--- src/rtl/i2s_tx_stereo.sv ---
// Stereo I2S / left-justified transmitter: bclk/lrclk generation, frame
// serialisation, one-entry sample holding buffer and underrun reporting.
//
// state    | meaning
// ---------+------------------------------------------------------------
// ST_IDLE  | divider and bit counter held at 0, all I2S outputs low
// ST_RUN   | clocks running, a new frame is loaded at every counter wrap
// ST_DRAIN | enable dropped; finish the current frame, then go idle
module i2s_tx_stereo #(
   parameter int DATA_W   = 16,
   parameter int SLOT_W   = 16,
   parameter int BCLK_DIV = 20,
   parameter int MODE     = 0
) (
   input  logic              clk,
   input  logic              reset,
   input  logic              enable,
   input  logic              in_valid,
   output logic              in_ready,
   input  logic [DATA_W-1:0] in_left,
   input  logic [DATA_W-1:0] in_right,
   output logic              i2s_bclk,
   output logic              i2s_lrclk,
   output logic              i2s_dout,
   output logic              underrun,
   output logic [7:0]        underrun_cnt,
   output logic              busy
);
   localparam int FRAME_W = 2 * SLOT_W;
   localparam int POS_W   = $clog2(FRAME_W);
   localparam int DIV_W   = $clog2(BCLK_DIV);
   localparam int LR_LO   = (MODE == 1) ? SLOT_W : SLOT_W - 1;
   localparam int LR_HI   = (MODE == 1) ? FRAME_W - 1 : FRAME_W - 2;

   localparam logic [DIV_W-1:0] DIV_LAST = DIV_W'(BCLK_DIV - 1);
   localparam logic [POS_W-1:0] POS_LAST = POS_W'(FRAME_W - 1);

   localparam logic [1:0] ST_IDLE  = 2'd0;
   localparam logic [1:0] ST_RUN   = 2'd1;
   localparam logic [1:0] ST_DRAIN = 2'd2;

   logic [1:0]         state_q, state_d;
   logic [DIV_W-1:0]   div_q, div_d;
   logic [POS_W-1:0]   pos_q, pos_d;
   logic               bclk_q, bclk_d;
   logic               lrclk_q, lrclk_d;
   logic               dout_q, dout_d;
   logic [FRAME_W-1:0] img_q, img_d;
   logic               buf_full_q, buf_full_d;
   logic [DATA_W-1:0]  buf_l_q, buf_l_d;
   logic [DATA_W-1:0]  buf_r_q, buf_r_d;
   logic               underrun_q, underrun_d;
   logic [7:0]         ucnt_q, ucnt_d;

   logic               load;
   logic               shift;
   logic               xfer;
   logic [FRAME_W-1:0] frame_img;

   function automatic logic lr_of(input logic [POS_W-1:0] p);
      return (int'(p) >= LR_LO) && (int'(p) <= LR_HI);
   endfunction

   always_comb begin
      state_d  = state_q;
      div_d    = div_q;
      pos_d    = pos_q;
      bclk_d   = bclk_q;
      lrclk_d  = lrclk_q;
      dout_d   = dout_q;
      img_d    = img_q;
      load     = 1'b0;
      shift    = 1'b0;

      frame_img = '0;
      frame_img[FRAME_W-1 -: DATA_W] = buf_l_q;
      frame_img[SLOT_W-1 -: DATA_W]  = buf_r_q;

      case (state_q)
         ST_IDLE: begin
            div_d   = '0;
            pos_d   = '0;
            bclk_d  = 1'b0;
            lrclk_d = 1'b0;
            dout_d  = 1'b0;
            img_d   = '0;
            if (enable) begin
               state_d = ST_RUN;
               load    = 1'b1;
            end
         end
         default: begin
            if (state_q == ST_RUN && !enable) begin
               state_d = ST_DRAIN;
            end else if (state_q == ST_DRAIN && enable) begin
               state_d = ST_RUN;
            end
            if (div_q == DIV_LAST) begin
               div_d  = '0;
               bclk_d = !bclk_q;
               // bit position only moves on the bclk falling edge
               if (bclk_q) begin
                  if (pos_q != POS_LAST) begin
                     pos_d = pos_q + POS_W'(1);
                     shift = 1'b1;
                  end else if (state_d == ST_RUN) begin
                     pos_d = '0;
                     load  = 1'b1;
                  end else begin
                     state_d = ST_IDLE;
                     pos_d   = '0;
                     lrclk_d = 1'b0;
                     dout_d  = 1'b0;
                     img_d   = '0;
                  end
               end
            end else begin
               div_d = div_q + DIV_W'(1);
            end
         end
      endcase

      if (load) begin
         img_d = buf_full_q ? frame_img : '0;
      end else if (shift) begin
         img_d = img_q << 1;
      end
      // Philips output is the bit that was current before this step
      if (load || shift) begin
         lrclk_d = lr_of(pos_d);
         dout_d  = (MODE == 1) ? img_d[FRAME_W-1] : img_q[FRAME_W-1];
      end
   end

   always_comb begin
      xfer       = in_valid && !buf_full_q;
      buf_full_d = buf_full_q;
      buf_l_d    = buf_l_q;
      buf_r_d    = buf_r_q;
      if (xfer) begin
         buf_full_d = 1'b1;
         buf_l_d    = in_left;
         buf_r_d    = in_right;
      end else if (load) begin
         buf_full_d = 1'b0;
      end
      underrun_d = load && !buf_full_q;
      ucnt_d     = (underrun_d && ucnt_q != 8'hFF) ? ucnt_q + 8'd1 : ucnt_q;
   end

   always_ff @(posedge clk or posedge reset) begin
      if (reset) begin
         state_q    <= ST_IDLE;
         div_q      <= '0;
         pos_q      <= '0;
         bclk_q     <= 1'b0;
         lrclk_q    <= 1'b0;
         dout_q     <= 1'b0;
         img_q      <= '0;
         buf_full_q <= 1'b0;
         buf_l_q    <= '0;
         buf_r_q    <= '0;
         underrun_q <= 1'b0;
         ucnt_q     <= '0;
      end else begin
         state_q    <= state_d;
         div_q      <= div_d;
         pos_q      <= pos_d;
         bclk_q     <= bclk_d;
         lrclk_q    <= lrclk_d;
         dout_q     <= dout_d;
         img_q      <= img_d;
         buf_full_q <= buf_full_d;
         buf_l_q    <= buf_l_d;
         buf_r_q    <= buf_r_d;
         underrun_q <= underrun_d;
         ucnt_q     <= ucnt_d;
      end
   end

   assign in_ready     = !buf_full_q;
   assign i2s_bclk     = bclk_q;
   assign i2s_lrclk    = lrclk_q;
   assign i2s_dout     = dout_q;
   assign underrun     = underrun_q;
   assign underrun_cnt = ucnt_q;
   assign busy         = (state_q != ST_IDLE);

endmodule

--- config.mk ---
export PLATFORM = sky130hd
export DESIGN_NAME = i2s_tx_stereo
export DESIGN_NICKNAME = d
export VERILOG_FILES = /design/src/rtl/i2s_tx_stereo.sv
export SDC_FILE = /design/constraint.sdc
export NUM_CORES = 1
export LEC_CHECK = 0
export ABC_AREA = 1
export BUFFER_PORTS_ARGS = -buffer_cell sky130_fd_sc_hd__buf_2
export CORE_ASPECT_RATIO = 2
export CORE_MARGIN = 2
export CORE_UTILIZATION = 30
export CTS_CLUSTER_DIAMETER = 30
export DETAILED_ROUTE_END_ITERATION = 10
export HOLD_SLACK_MARGIN = 0.08
export MAX_ROUTING_LAYER = met4
export PLACE_DENSITY = 0.55
export SYNTH_ARGS = -nofsm -noshare
export SYNTH_HDL_FRONTEND = slang
export SYNTH_SLANG_ARGS = --single-unit
export TNS_END_PERCENT = 100
--- constraint.sdc ---
create_clock -name clk -period 3.3 [get_ports clk]
set_input_delay 0.165 -clock clk [delete_from_list [all_inputs] [get_ports clk]]
set_output_delay 0.165 -clock clk [all_outputs]
set_load 0.01 [all_outputs]
* After elaboration in Yosys (flattened, before gate mapping)
Index checks and enable logic that the tools add are counted.
Widths: inputs -> output; s select.
** Cells by class
- Equality and inequality tests :: 11
- Muxes and demuxes :: 44
- Add/sub/neg operators :: 3
- Order comparisons :: 2
- Reduce and logical (&&, ||, !) cells :: 20
** Operators by type and width (number)
- $mux 32 :: 8
- $mux 5 :: 6
- $mux 1 :: 21
- $mux 2 :: 9
- $add 5x1->5 const B :: 2
- $add 8x1->8 const B :: 1
- $ne 4x3->1 const B :: 2
- $ne 8x8->1 const B :: 1
- $reduce_and 4->1 :: 2
- $reduce_bool 4->1 :: 2
- $logic_and 1x1->1 :: 6
- $ne 3x1->1 const B :: 2
- $reduce_bool 2->1 :: 3
- $reduce_bool 3->1 :: 2
- $eq 5x5->1 const B :: 1
- $ge 5x4->1 const B :: 1
- $le 5x5->1 const B :: 1
- $ne 5x5->1 const B :: 1
- $eq 2x1->1 const B :: 2
- $logic_not 1->1 :: 3
- $eq 2x2->1 const B :: 1
- $logic_not 2->1 :: 1
- $ne 2x2->1 const B :: 1
- $logic_or 1x1->1 :: 1
** Word-level totals
- Input port bits :: 36
- Register bits :: 89

* Longest topological paths before layout
Gate-level depths: netlist of the first run.
- Depth in word-level cells :: 14
- Depth in mapped cells :: 13
- Gate-level depth less buffers :: 13

* Worst setup path after synthesis of the first run
No wires, ideal clock.
- Kind :: register to register
- Start :: reg pos_q[0]
- End :: reg lrclk_q, in the netlist i2s_lrclk
- Required time :: 3.183 ns
- Buffers on the path :: 0
- Data arrival time :: 1.594 ns
- Period minus slack after synthesis :: 1.711 ns
- Setup time :: 0.117 ns
- Slack :: 1.589 ns
- Cell stages (with the launch flop) :: 13
- Path through :: dfrtp_1 ha_1 nand2_1 nor2_1 ha_1 nor2_2 nand3_1 nor2_2 nand2_1 nand2_1 nand4_1 nand3_1 nand2_1
** Between the ends
- Cells in the longest elaborated chain, start to end :: 8
- Elaborated cells on any way between the ends :: 24
** RTL lines
- start: declaration :: RTL line 44 : logic [POS_W-1:0] pos_q, pos_d;
- start signal: assignment :: RTL line 168 : pos_q <= pos_d;
- $add 5x1->5 or $ne 5x5->1 (tied branches) :: RTL line 104, 103
- $mux 5 * :: RTL line 103 : if (pos_q != POS_LAST) begin
- $mux 5 * :: RTL line 102 : if (bclk_q) begin
- $mux 5 * :: RTL line 98 : if (div_q == DIV_LAST) begin
- $mux 5 * :: RTL line 79 : case (state_q)
- net pos_d[3] :: RTL line 44
- $ge 5x4->1 or $le 5x5->1 (tied branches) :: RTL line 61 : return (int'(p) >= LR_LO) && (int'(p) <= LR_HI);
- $logic_and 1x1->1 * :: RTL line 61
- $mux 1 * :: RTL line 129 : if (load || shift) begin
- end signal: assignment :: RTL line 170 : lrclk_q <= lrclk_d;
- end: declaration :: RTL line 46 : logic lrclk_q, lrclk_d;
Mark *: on every way through the listed nets, which the timed path passes. The rest lies on a longest branch.
A chain may end at the register's enable or synchronous reset.

* Worst setup path in the final report of the first run
- Start :: reg pos_q[0]
- End :: reg img_q[1]
** Between the ends
- Cells in the longest elaborated chain, start to end :: 7
- Elaborated cells on any way between the ends :: 16
** RTL lines
- $ne 5x5->1 * :: RTL line 103
- $mux 1 :: RTL line 103
- $mux 1 :: RTL line 102
- $mux 1 :: RTL line 98
- $mux 1 :: RTL line 79
- $ne 4x3->1 (no line), or another cell as far along
- $reduce_and 4->1 (no line) or $mux 32 (tied branches)
- end signal: assignment :: RTL line 172 : img_q <= img_d;
- end: declaration :: RTL line 48 : logic [FRAME_W-1:0] img_q, img_d;
Every way passes the cells marked *; elsewhere a longest branch is shown, timed or not.

==> results of run 1 <==
## cell usage in the layout (no fill, tap or decap), types with 2 or more instances in the layout
cell type | synthesis | final
nand3_1 | 15 | 15
dlygate4sd3_1 | 0 | 33
o21ai_0 | 5 | 5
xnor2_1 | 3 | 3
xor2_1 | 7 | 7
nand4_1 | 2 | 2
clkbuf_16 | 0 | 9
nand2_1 | 98 | 98
nor2_1 | 17 | 17
clkinv_2 | 0 | 2
dfrtp_1 | 89 | 89
inv_1 | 26 | 25
nand3_2 | 31 | 31
nand2_2 | 31 | 31
ha_1 | 4 | 4
buf_2 | 9 | 49
nor2_2 | 4 | 4
nor2_4 | 2 | 2
buf_4 | 0 | 5
mux2_2 | 32 | 32
clkbuf_8 | 0 | 2
o21ai_1 | 4 | 4
## report_power, final
group | total, mW | internal, mW | switching (mW)
combinational | 0.0734 | 0.0416 | 0.0318
sequential | 1.09 | 1.09 | 0
clock | 1.05 | 0.628 | 0.418
total | 2.21 | 1.76 | 0.449
## path summary, 6_finish.rpt
kind / endpoint / depth (start not counted)
worst max-delay path: img_q[1]$_DFFE_PP0P_ / 12
worst min-delay path: state_q[0]$_DFFE_PP0P_ / 3
worst max register to register: img_q[1]$_DFFE_PP0P_ / 12
worst min register to register: underrun$_DFF_PP0_ / 1
max in group asynchronous: img_q[7]$_DFFE_PP0P_ / 4
min in group asynchronous: underrun_cnt[2]$_DFFE_PP0P_ / 3
## critical path, cell delays in order, from the launching register on
cell and delay (ps):
dfrtp_1 400, ha_1 220, nand2_1 60, nor2_1 90, ha_1 190, inv_1 80
nor2_4 120, nand2_2 70, nand2_4 80, inv_4 60, nor2_8 490, nand2_1 110
o211ai_1 110
## area by class of cell
| cell class | count | area (um2) | area share, % |
|---|---|---|---|
| Clock buffer | 12 | 256 | 4.98 |
| Clock inverter | 4 | 51.3 | 0.996 |
| Multi-Input combinational cell | 264 | 1700 | 33.1 |
| Tap cell | 155 | 194 | 3.77 |
| Inverter | 27 | 105 | 2.04 |
| Sequential cell | 89 | 2230 | 43.2 |
| Timing Repair Buffer | 87 | 613 | 11.9 |
## layer usage
| layer | global-route usage, % | vias up | wire, um | share of wire (%) |
|---|---|---|---|---|
| met1 | 14.6 | 1398 | 3380 | 42 |
| met5 | - | - | 0 | 0 |
| met4 | 5.75 | 0 | 176 | 2.2 |
| met2 | 20.3 | 43 | 4320 | 53 |
| met3 | 2.47 | 9 | 217 | 2.7 |
| li1 | - | 1430 | - | - |
## cell usage after synthesis
library cell and number:
nand2_1 98, dfrtp_1 89, mux2_2 32, nand2_2 31, nand3_2 31, inv_1 26, nor2_1 17, nand3_1 15
buf_2 9, xor2_1 7, o21ai_0 5, ha_1 4, nor2_2 4, o21ai_1 4, buf_12 3, xnor2_1 3
nand4_1 2, nor2_4 2, a21oi_1 1, a22o_1 1, clkbuf_1 1, inv_4 1, nand2_4 1, nand3_4 1
nor2_8 1, nor3_1 1, nor3b_1 1, nor4_1 1, o211ai_1 1
## state kept, by name, indices dropped and copies added, names as in the netlist
name          flops
i2s_lrclk         1
div_q             5
underrun          1
i2s_dout          1
buf_r_q          16
img_q            32
buf_full_q        1
state_q           2
pos_q             5
i2s_bclk          1
buf_l_q          16
underrun_cnt      8
## cell families (layout without fill, tap and decap cells)
group | count (synthesis) | count (layout) | synth area share (%)
XOR/XNOR | 10 | 10 | 2.11
AO/OA/AOI/OAI | 12 | 12 | 1.60
AND/OR/NAND/NOR | 206 | 206 | 27.5
flip-flops | 89 | 89 | 53.8
adder cells (fa/ha/maj) | 4 | 4 | 1.21
multiplexers | 32 | 32 | 8.70
buffers and inverters | 40 | 130 | 5.13
## repair_timing
item | in CTS | in global routing
endpoints found under the hold margin | 68 | 0
hold buffers | 33 | 0
gates resized for setup | 0 | 0
==> qor.yml, run 1 <==
run_status:
  status: "finished clean"
sta:
  min_period_ps: 2200
  rsz0062_at_grt: "no"
  whs_ps: 97.1
  layout_setup_ws_ps: 1100
  hold_viol_final: 0
  worst_pin_slew_ps: 670
  skew_ps: 4.98
  post-route-period-util_pct: 66.7
  timing.slew.headroom_pct: 55.3
  slew_viol_final: 0
  setup_viol: 0
  max_freq_mhz: 454
  tns_ps: 0
clocking:
  insertion_delay_ps: 340
  path_clk_slew_ps: 60
  cts_buffers: 9
  cts_htree_levels: 3
  root_buffer: "clkbuf_16"
  cts_tree: "done"
  cts_buffer_depth: 2
  postCtsSetupRepairBufs: 0
  cts_sinks: 89
logic_synthesis:
  mappedNetlistArea_um2: 4140
  syn_avg_cell_area_um2: 10.5
  synthCells: 393
  synth_area_leaders: "dfrtp_1, nand2_1, mux2_2, nand3_2, nand2_2"
  yosysSeqAreaShare_pct: 53.8
  synth_cell_type_count: 29
  synth_area_leader_cell: "dfrtp_1"
  synth_top_area_share_pct: 53.8
  yosys_warnings: 0
  synth-seq-cells: 89
  syn_nets: 433
layout:
  drive_above_1_share_pct: 36.0
  syn_to_final_growth_pct: 24.3
  fin_util_pct: 38.3
  final_nets: 518
  n_fill_cell: 1313
  fin_area_um2: 5150
  instances_no_fill: 638
  antenna_cells: 0
power:
  power_density_nw_per_um2: 429
  p_total_mw: 2.21
  vdd_drop_max_mv: 0.250
  p_leak_nw: 2.44
setup_path:
  rrSetupSlack_ps: 1100
  crit_arrival_ps: 2450
  critPathKind: "flip-flop to flip-flop"
  cp-startpoint: "pos_q[0]$_DFF_PP0_"
  worst_setup_path_end_kind: "flip-flop"
  required_ps: 3550
  start_kind: "flip-flop"
  r2r_start: "pos_q[0]$_DFF_PP0_"
  critPathMaxFanout: 32
floorplan:
  dieArea_um2: 14800
  die_width_um: 87.1
  ios: 50
  fp.dieH_um: 170
  core_area_um2: 13400
  rows: 60
  start_util_pct: 30.8
detailed_routing:
  vias_per_cell: 4.51
  wirelength_um: 8090
  firstDrtPassIters: 4
  drt_iter0_drc: 118
  wl_per_cell_um: 12.7
  drc: 0
  route.antenna.remaining_nets: 0
  vias: 2880
placement:
  placed_cell_area_um2: 4510
  place_congestion: 0.828
  numPortBuffers: 49
  hpwlAfterDp_um: 5660
  place_ws_ps: 1090
  dp.cells: 589
global_routing:
  grt_pass1_vias: 2979
  grt_max_degree: 39
  grt_pass1_wl_um: 14200
  grt_overflow: 0
  track_usage_pct: 12.5
  antenna_found_initial: 0
worst_hold_path:
  hp-start: "enable"
  min_path_type: "input port to flip-flop"
run:
  drv_cap: 0
No activity file was read; power rests on OpenSTA's default activity.
==> run 2, diff against run 1 <==
--- a/config.mk
+++ b/config.mk
@@ -14,7 +14,7 @@
 export DETAILED_ROUTE_END_ITERATION = 10
 export HOLD_SLACK_MARGIN = 0.08
 export MAX_ROUTING_LAYER = met4
-export PLACE_DENSITY = 0.55
+export PLACE_DENSITY = 0.56
 export SYNTH_ARGS = -nofsm -noshare
 export SYNTH_HDL_FRONTEND = slang
 export SYNTH_SLANG_ARGS = --single-unit
==> constraint.sdc (replaced) <==
create_clock -name clk -period 1.9 [get_ports clk]
set_input_delay 0.095 -clock clk [delete_from_list [all_inputs] [get_ports clk]]
set_output_delay 0.095 -clock clk [all_outputs]
set_load 0.01 [all_outputs]
==> qor.yml, run 2 (synthesized netlist as in run 1, its figures left out) <==
power:
  power_frac_comb_pct: 3.5  # was 3.3%
  power.net_switching_mw: 0.772  # was 0.449 mW
  vdd_drop_max_mv: 0.439  # was 0.250 mV
  power.clock.fraction_pct: 46.5  # was 47.3%
  power.internal_mw: 3.02  # was 1.76 mW
  power_density_nw_per_um2: 703  # was 429 nW/um2
  switching_share_pct: 20.3  # about the same
  p_leak_nw: 2.63  # was 2.44 nW
  seq_power_share_pct: 49.9  # was 49.4%
  p_total_mw: 3.79  # was 2.21 mW
setup_path:
  critPathKind: "flip-flop to flip-flop"  # unchanged
  rrSetupSlack_ps: 60  # was 1100 ps
  worstSetupEndpoint: "img_q[31]$_DFFE_PP0P_"  # was img_q[1]$_DFFE_PP0P_
  start_kind: "flip-flop"  # unchanged
  crit_arrival_ps: 2120  # was 2450 ps
  worst_setup_path_end_kind: "flip-flop"  # unchanged
  r2r_start: "pos_q[1]$_DFF_PP0_"  # was pos_q[0]$_DFF_PP0_
  cp-startpoint: "pos_q[1]$_DFF_PP0_"  # was pos_q[0]$_DFF_PP0_
  critPathMaxFanout: 8  # was 32
  r2r_end: "img_q[31]$_DFFE_PP0P_"  # was img_q[1]$_DFFE_PP0P_
  rr_worst_depth: 13  # was 12
  required_ps: 2170  # was 3550 ps
detailed_routing:
  drt_iter0_drc: 194  # was 118
  route.antenna.remaining_nets: 0  # unchanged
  vias_per_cell: 4.61  # was 4.51
  drc: 0  # unchanged
  vias: 3004  # was 2880
  wirelength_um: 8570  # was 8090 um
  firstDrtPassIters: 4  # unchanged
  wl_per_cell_um: 13.2  # was 12.7 um
sta:
  worst_pin_slew_ps: 713  # was 670 ps
  layout_setup_ws_ps: 55.0  # was 1100 ps
  min_period_ps: 1840  # was 2200 ps
  skew_ps: 5.01  # was 4.98 ps
  max_freq_mhz: 542  # was 454 MHz
  post-route-period-util_pct: 97.1  # was 66.7%
  timing.slew.headroom_pct: 52.4  # was 55.3%
  setup_viol: 0  # unchanged
  slew_viol_final: 0  # unchanged
  hold_viol_final: 0  # unchanged
  rsz0062_at_grt: "yes"  # was no
run_status:
  status: "finished clean"  # unchanged
floorplan:
  die_width_um: 87.1  # unchanged
  start_util_pct: 30.8  # unchanged
  core_area_um2: 13400  # unchanged
  dieArea_um2: 14800  # unchanged
  rows: 60  # unchanged
  ios: 50  # unchanged
  fp.dieH_um: 170  # unchanged
layout:
  biggestRegsByFlops: "img_q: 32 flops, buf_l_q: 16 flops, buf_r_q: 16 flops"  # unchanged
  final_common_cell: "nand2_1"  # unchanged
  seqCellArea_um2: 2230  # unchanged
  multi_input_area_um2: 1760  # was 1700 um2
  n_fill_cell: 1282  # was 1313
  antenna_cells: 0  # unchanged
  largest_reg_flops: 32  # unchanged
  drive_above_1_share_pct: 39.3  # was 36.0%
  final_cell_mix: "nand2_1, dfrtp_1, buf_2"  # unchanged
  top_register: "img_q"  # unchanged
  final_nets: 531  # was 518
  syn_to_final_growth_pct: 30.2  # was 24.3%
  fin_area_um2: 5400  # was 5150 um2
clocking:
  cts_tree: "done"  # unchanged
  cts_buffer_depth: 2  # unchanged
  cts_buffers: 9  # unchanged
  insertion_delay_ps: 340  # about the same
  cts_htree_levels: 3  # unchanged
  path_clk_slew_ps: 60  # about the same
  cts_sinks: 89  # unchanged
  root_buffer: "clkbuf_16"  # unchanged
placement:
  numPortBuffers: 49  # unchanged
  place_congestion: 0.818  # was 0.828
  hpwlAfterDp_um: 5680  # was 5660 um
  place_ws_ps: 23.2  # was 1090 ps
  placed_cell_area_um2: 4610  # was 4510 um2
global_routing:
  grt_pass1_vias: 3152  # was 2979
  antenna_found_initial: 0  # unchanged
  track_usage_pct: 12.7  # was 12.5%
  grt_overflow: 0  # unchanged
  grt_pass1_wl_um: 14400  # was 14200 um
  grt_max_degree: 47  # was 39
worst_hold_path:
  min_path_type: "input port to flip-flop"  # unchanged
run:
  drv_cap: 0  # unchanged
-- run 2: critical path, stage by stage, from the launching register on --
cell	delay [ps]
dfrtp_1	360
ha_2	210
nand2_2	50
nor2_1	110
ha_2	210
inv_2	50
nor2_4	90
nand2_2	70
nand2_4	100
inv_6	50
nor2_8	180
clkbuf_16	210
nand2_2	60
nand3_2	50
-- run 2: cell type report --
cell class | instances | area share, %
flip-flops and latches | 89 | 41.3
clock buffers | 11 | 4.50
multi-input cells | 264 | 32.7
well taps | 155 | 3.59
clock inverters | 5 | 1.02
repair buffers | 100 | 14.9
inverters | 27 | 2.04
-- run 2: power by group through the flow --
| stage | Sequential (mW) | Combinational [mW] | Clock [mW] |
|---|---|---|---|
| after detailed placement | 1.93 | 0.0852 | 0 |
| after global placement | 1.93 | 0.0839 | 0 |
| after floorplan | 1.93 | 0.0287 | 0 |
| after global routing | 1.89 | 0.150 | 1.90 |
| final | 1.89 | 0.134 | 1.77 |
| after CTS | 1.89 | 0.139 | 1.82 |
-- run 2: worst min path at each step --
stage / cells after the start / end / startpoint
3_5_place_dp: 2 / buf_r_q[9]$_DFFE_PP0P_ / reset
4_1_cts: 4 / buf_full_q$_DFFE_PP0P_ / in_valid
5_1_grt: 4 / buf_full_q$_DFFE_PP0P_ / in_valid
2_1_floorplan: 2 / state_q[0]$_DFFE_PP0P_ / enable
3_3_place_gp: 2 / buf_r_q[9]$_DFFE_PP0P_ / reset
6_report: 4 / buf_full_q$_DFFE_PP0P_ / in_valid
-- run 2: stage by stage --
step	setup TNS [ps]	hold WS, ps	util [%]	std cells
floorplan	0	234	-	393
global placement	0	235	34.3	595
detailed placement	0	246	34.3	595
CTS	0	280	39.1	645
global route	-2820	287	40.1	651
finish	0	265	40.1	651
-- run 2: layer usage --
| layer | vias to the layer above | GRT usage (%) | wire length, um |
|---|---|---|---|
| met3 | 13 | 2.38 | 238 |
| met1 | 1490 | 13.6 | 3320 |
| met2 | 42 | 22.4 | 4750 |
| met5 | - | - | 0 |
| li1 | 1459 | - | - |
| met4 | 0 | 5.55 | 260 |
-- run 2: timing repair --
action                                  in CTS  in global routing
resized for setup                            0                 19
hold buffers                                34                  0
endpoints found under the setup margin       0                 40
hold endpoints to repair                    64                  0
setup buffers                                0                  3
==> run 3, diff against run 2 <==
--- a/config.mk
+++ b/config.mk
@@ -6,10 +6,11 @@
 export NUM_CORES = 1
 export LEC_CHECK = 0
 export ABC_AREA = 1
-export BUFFER_PORTS_ARGS = -buffer_cell sky130_fd_sc_hd__buf_2
+export BUFFER_PORTS_ARGS = -buffer_cell sky130_fd_sc_hd__buf_4
 export CORE_ASPECT_RATIO = 2
 export CORE_MARGIN = 2
 export CORE_UTILIZATION = 30
+export CTS_BUF_LIST = sky130_fd_sc_hd__clkbuf_16
 export CTS_CLUSTER_DIAMETER = 30
 export DETAILED_ROUTE_END_ITERATION = 10
 export HOLD_SLACK_MARGIN = 0.08
==> qor.yml, run 3 (synthesized netlist as in run 1, its figures left out) <==
layout:
  largest_reg_flops: 32  # unchanged
  syn_to_final_growth_pct: 32.7  # was 30.2%
  multi_input_area_um2: 1780  # was 1760 um2
  seqCellArea_um2: 2230  # unchanged
  final_nets: 529  # was 531
  biggestRegsByFlops: "img_q: 32 flops, buf_l_q: 16 flops, buf_r_q: 16 flops"  # unchanged
  final_common_cell: "nand2_1"  # unchanged
  n_fill_cell: 1284  # was 1282
  final_cell_mix: "nand2_1, dfrtp_1, buf_4"  # was nand2_1, dfrtp_1, buf_2
  antenna_cells: 0  # unchanged
  drive_above_1_share_pct: 38.7  # was 39.3%
  top_register: "img_q"  # unchanged
global_routing:
  grt_pass1_wl_um: 14500  # was 14400 um
  use_met3_pct: 2.09  # was 2.38%
  met2_usage_pct: 21.1  # was 22.4%
  antenna_found_initial: 0  # unchanged
  track_usage_pct: 12.7  # about the same
  grt_max_degree: 90  # was 47
  grt_pass1_vias: 3100  # was 3152
  grt_overflow: 0  # unchanged
  met1_usage_pct: 14.3  # was 13.6%
  gr-max-usage-layer: "met2"  # unchanged
power:
  p_leak_nw: 2.66  # was 2.63 nW
  power_density_nw_per_um2: 676  # was 703 nW/um2
  vdd_drop_max_mv: 0.458  # was 0.439 mV
  p_total_mw: 3.72  # was 3.79 mW
setup_path:
  start_kind: "flip-flop"  # unchanged
  critPathMaxFanout: 7  # was 8
  worstSetupEndpoint: "img_q[0]$_DFFE_PP0P_"  # was img_q[31]$_DFFE_PP0P_
  required_ps: 2160  # was 2170 ps
  critPathKind: "flip-flop to flip-flop"  # unchanged
  rr_worst_depth: 13  # unchanged
  worst_setup_path_end_kind: "flip-flop"  # unchanged
  cp-startpoint: "pos_q[1]$_DFF_PP0_"  # unchanged
  rrSetupSlack_ps: 6  # was 60 ps
  crit_arrival_ps: 2150  # was 2120 ps
  r2r_end: "img_q[0]$_DFFE_PP0P_"  # was img_q[31]$_DFFE_PP0P_
  r2r_start: "pos_q[1]$_DFF_PP0_"  # unchanged
placement:
  numPortBuffers: 49  # unchanged
  place_congestion: 0.818  # about the same
  hpwlAfterDp_um: 5590  # was 5680 um
  place_ws_ps: 13.9  # was 23.2 ps
detailed_routing:
  drc: 0  # unchanged
  wl_per_cell_um: 13.2  # about the same
  route.antenna.remaining_nets: 0  # unchanged
  wirelength_um: 8520  # was 8570 um
  drt_iter0_drc: 106  # was 194
  firstDrtPassIters: 4  # unchanged
  vias_per_cell: 4.61  # about the same
  vias: 2988  # was 3004
clocking:
  cts_buffer_depth: 2  # unchanged
  cts_sinks: 89  # unchanged
  root_buffer: "clkbuf_16"  # unchanged
  cts_buffers: 9  # unchanged
  insertion_delay_ps: 340  # about the same
  cts_tree: "done"  # unchanged
  path_clk_slew_ps: 60  # about the same
  cts_htree_levels: 3  # unchanged
floorplan:
  core_area_um2: 13400  # unchanged
  fp.dieH_um: 170  # unchanged
  rows: 60  # unchanged
  die_width_um: 87.1  # unchanged
  dieArea_um2: 14800  # unchanged
  start_util_pct: 30.8  # unchanged
  ios: 50  # unchanged
worst_hold_path:
  min_path_type: "input port to flip-flop"  # unchanged
sta:
  worst_pin_slew_ps: 495  # was 713 ps
  max_freq_mhz: 528  # was 542 MHz
  post-route-period-util_pct: 99.7  # was 97.1%
  skew_ps: 4.75  # was 5.01 ps
  timing.slew.headroom_pct: 67.0  # was 52.4%
  setup_viol: 0  # unchanged
  whs_ps: 226  # was 265 ps
  min_period_ps: 1890  # was 1840 ps
  slew_viol_final: 0  # unchanged
  rsz0062_at_grt: "yes"  # unchanged
  hold_viol_final: 0  # unchanged
  layout_setup_ws_ps: 5.57  # was 55.0 ps
run:
  drv_cap: 0  # unchanged
run_status:
  status: "finished clean"  # unchanged
## run 3: power by group
group,internal (mW),switching [mW],total (mW)
combinational,0.0954,0.0598,0.155
clock,0.992,0.675,1.67
sequential,1.90,0,1.90
## run 3: per-stage QoR
stage               utilization (%)  instance area, um2  instances  setup TNS (ps)
floorplan                         -                4150        393               0
detailed placement             35.2                4730        595               0
global route                   40.9                5500        648           -2360
finish                         40.9                5500        648               0
CTS                            39.9                5360        644               0
global placement               35.2                4730        595               0
## run 3: layout make-up
| cell class | count | share of cell area (%) |
|---|---|---|
| Clock buffer | 9 | 4.10 |
| Clock inverter | 6 | 0.933 |
| Inverter | 27 | 2.00 |
| Multi-Input combinational cell | 264 | 32.3 |
| Sequential cell | 89 | 40.5 |
| Tap cell | 155 | 3.53 |
| Timing Repair Buffer | 98 | 16.6 |
## run 3: layer usage
| layer | vias up | routed length, um |
|---|---|---|
| met2 | 45 | 4750 |
| met5 | - | 0 |
| met4 | 0 | 232 |
| met1 | 1472 | 3310 |
| met3 | 14 | 230 |
| li1 | 1457 | - |
## run 3: what timing repair did
action	in CTS	in global routing
hold buffers	34	0
resized for setup	4	19
endpoints found under the hold margin	123	0
setup endpoints to repair	2	34
cloned	0	3
setup buffers	0	1
pin swaps	0	7
## run 3: critical path, stage by stage, from the launching register on
cell,delay [ps]
dfrtp_1,350
ha_2,200
nand2_2,60
nor2_2,120
ha_2,200
inv_2,50
nor2_4,100
nand2_2,80
nand2_4,110
inv_6,50
nor2_8,190
buf_12,160
nand2_1,60
o21ai_1,70
## run 3: worst min path at each step
stage	startpoint	end	slack [ps]	cells after the start
floorplan	enable	state_q[0]$_DFFE_PP0P_	230	2
global placement	reset	buf_r_q[10]$_DFFE_PP0P_	270	3
detailed placement	reset	buf_r_q[10]$_DFFE_PP0P_	270	3
CTS	in_valid	buf_full_q$_DFFE_PP0P_	230	4
global route	in_valid	buf_full_q$_DFFE_PP0P_	270	4
finish	in_valid	buf_full_q$_DFFE_PP0P_	230	4
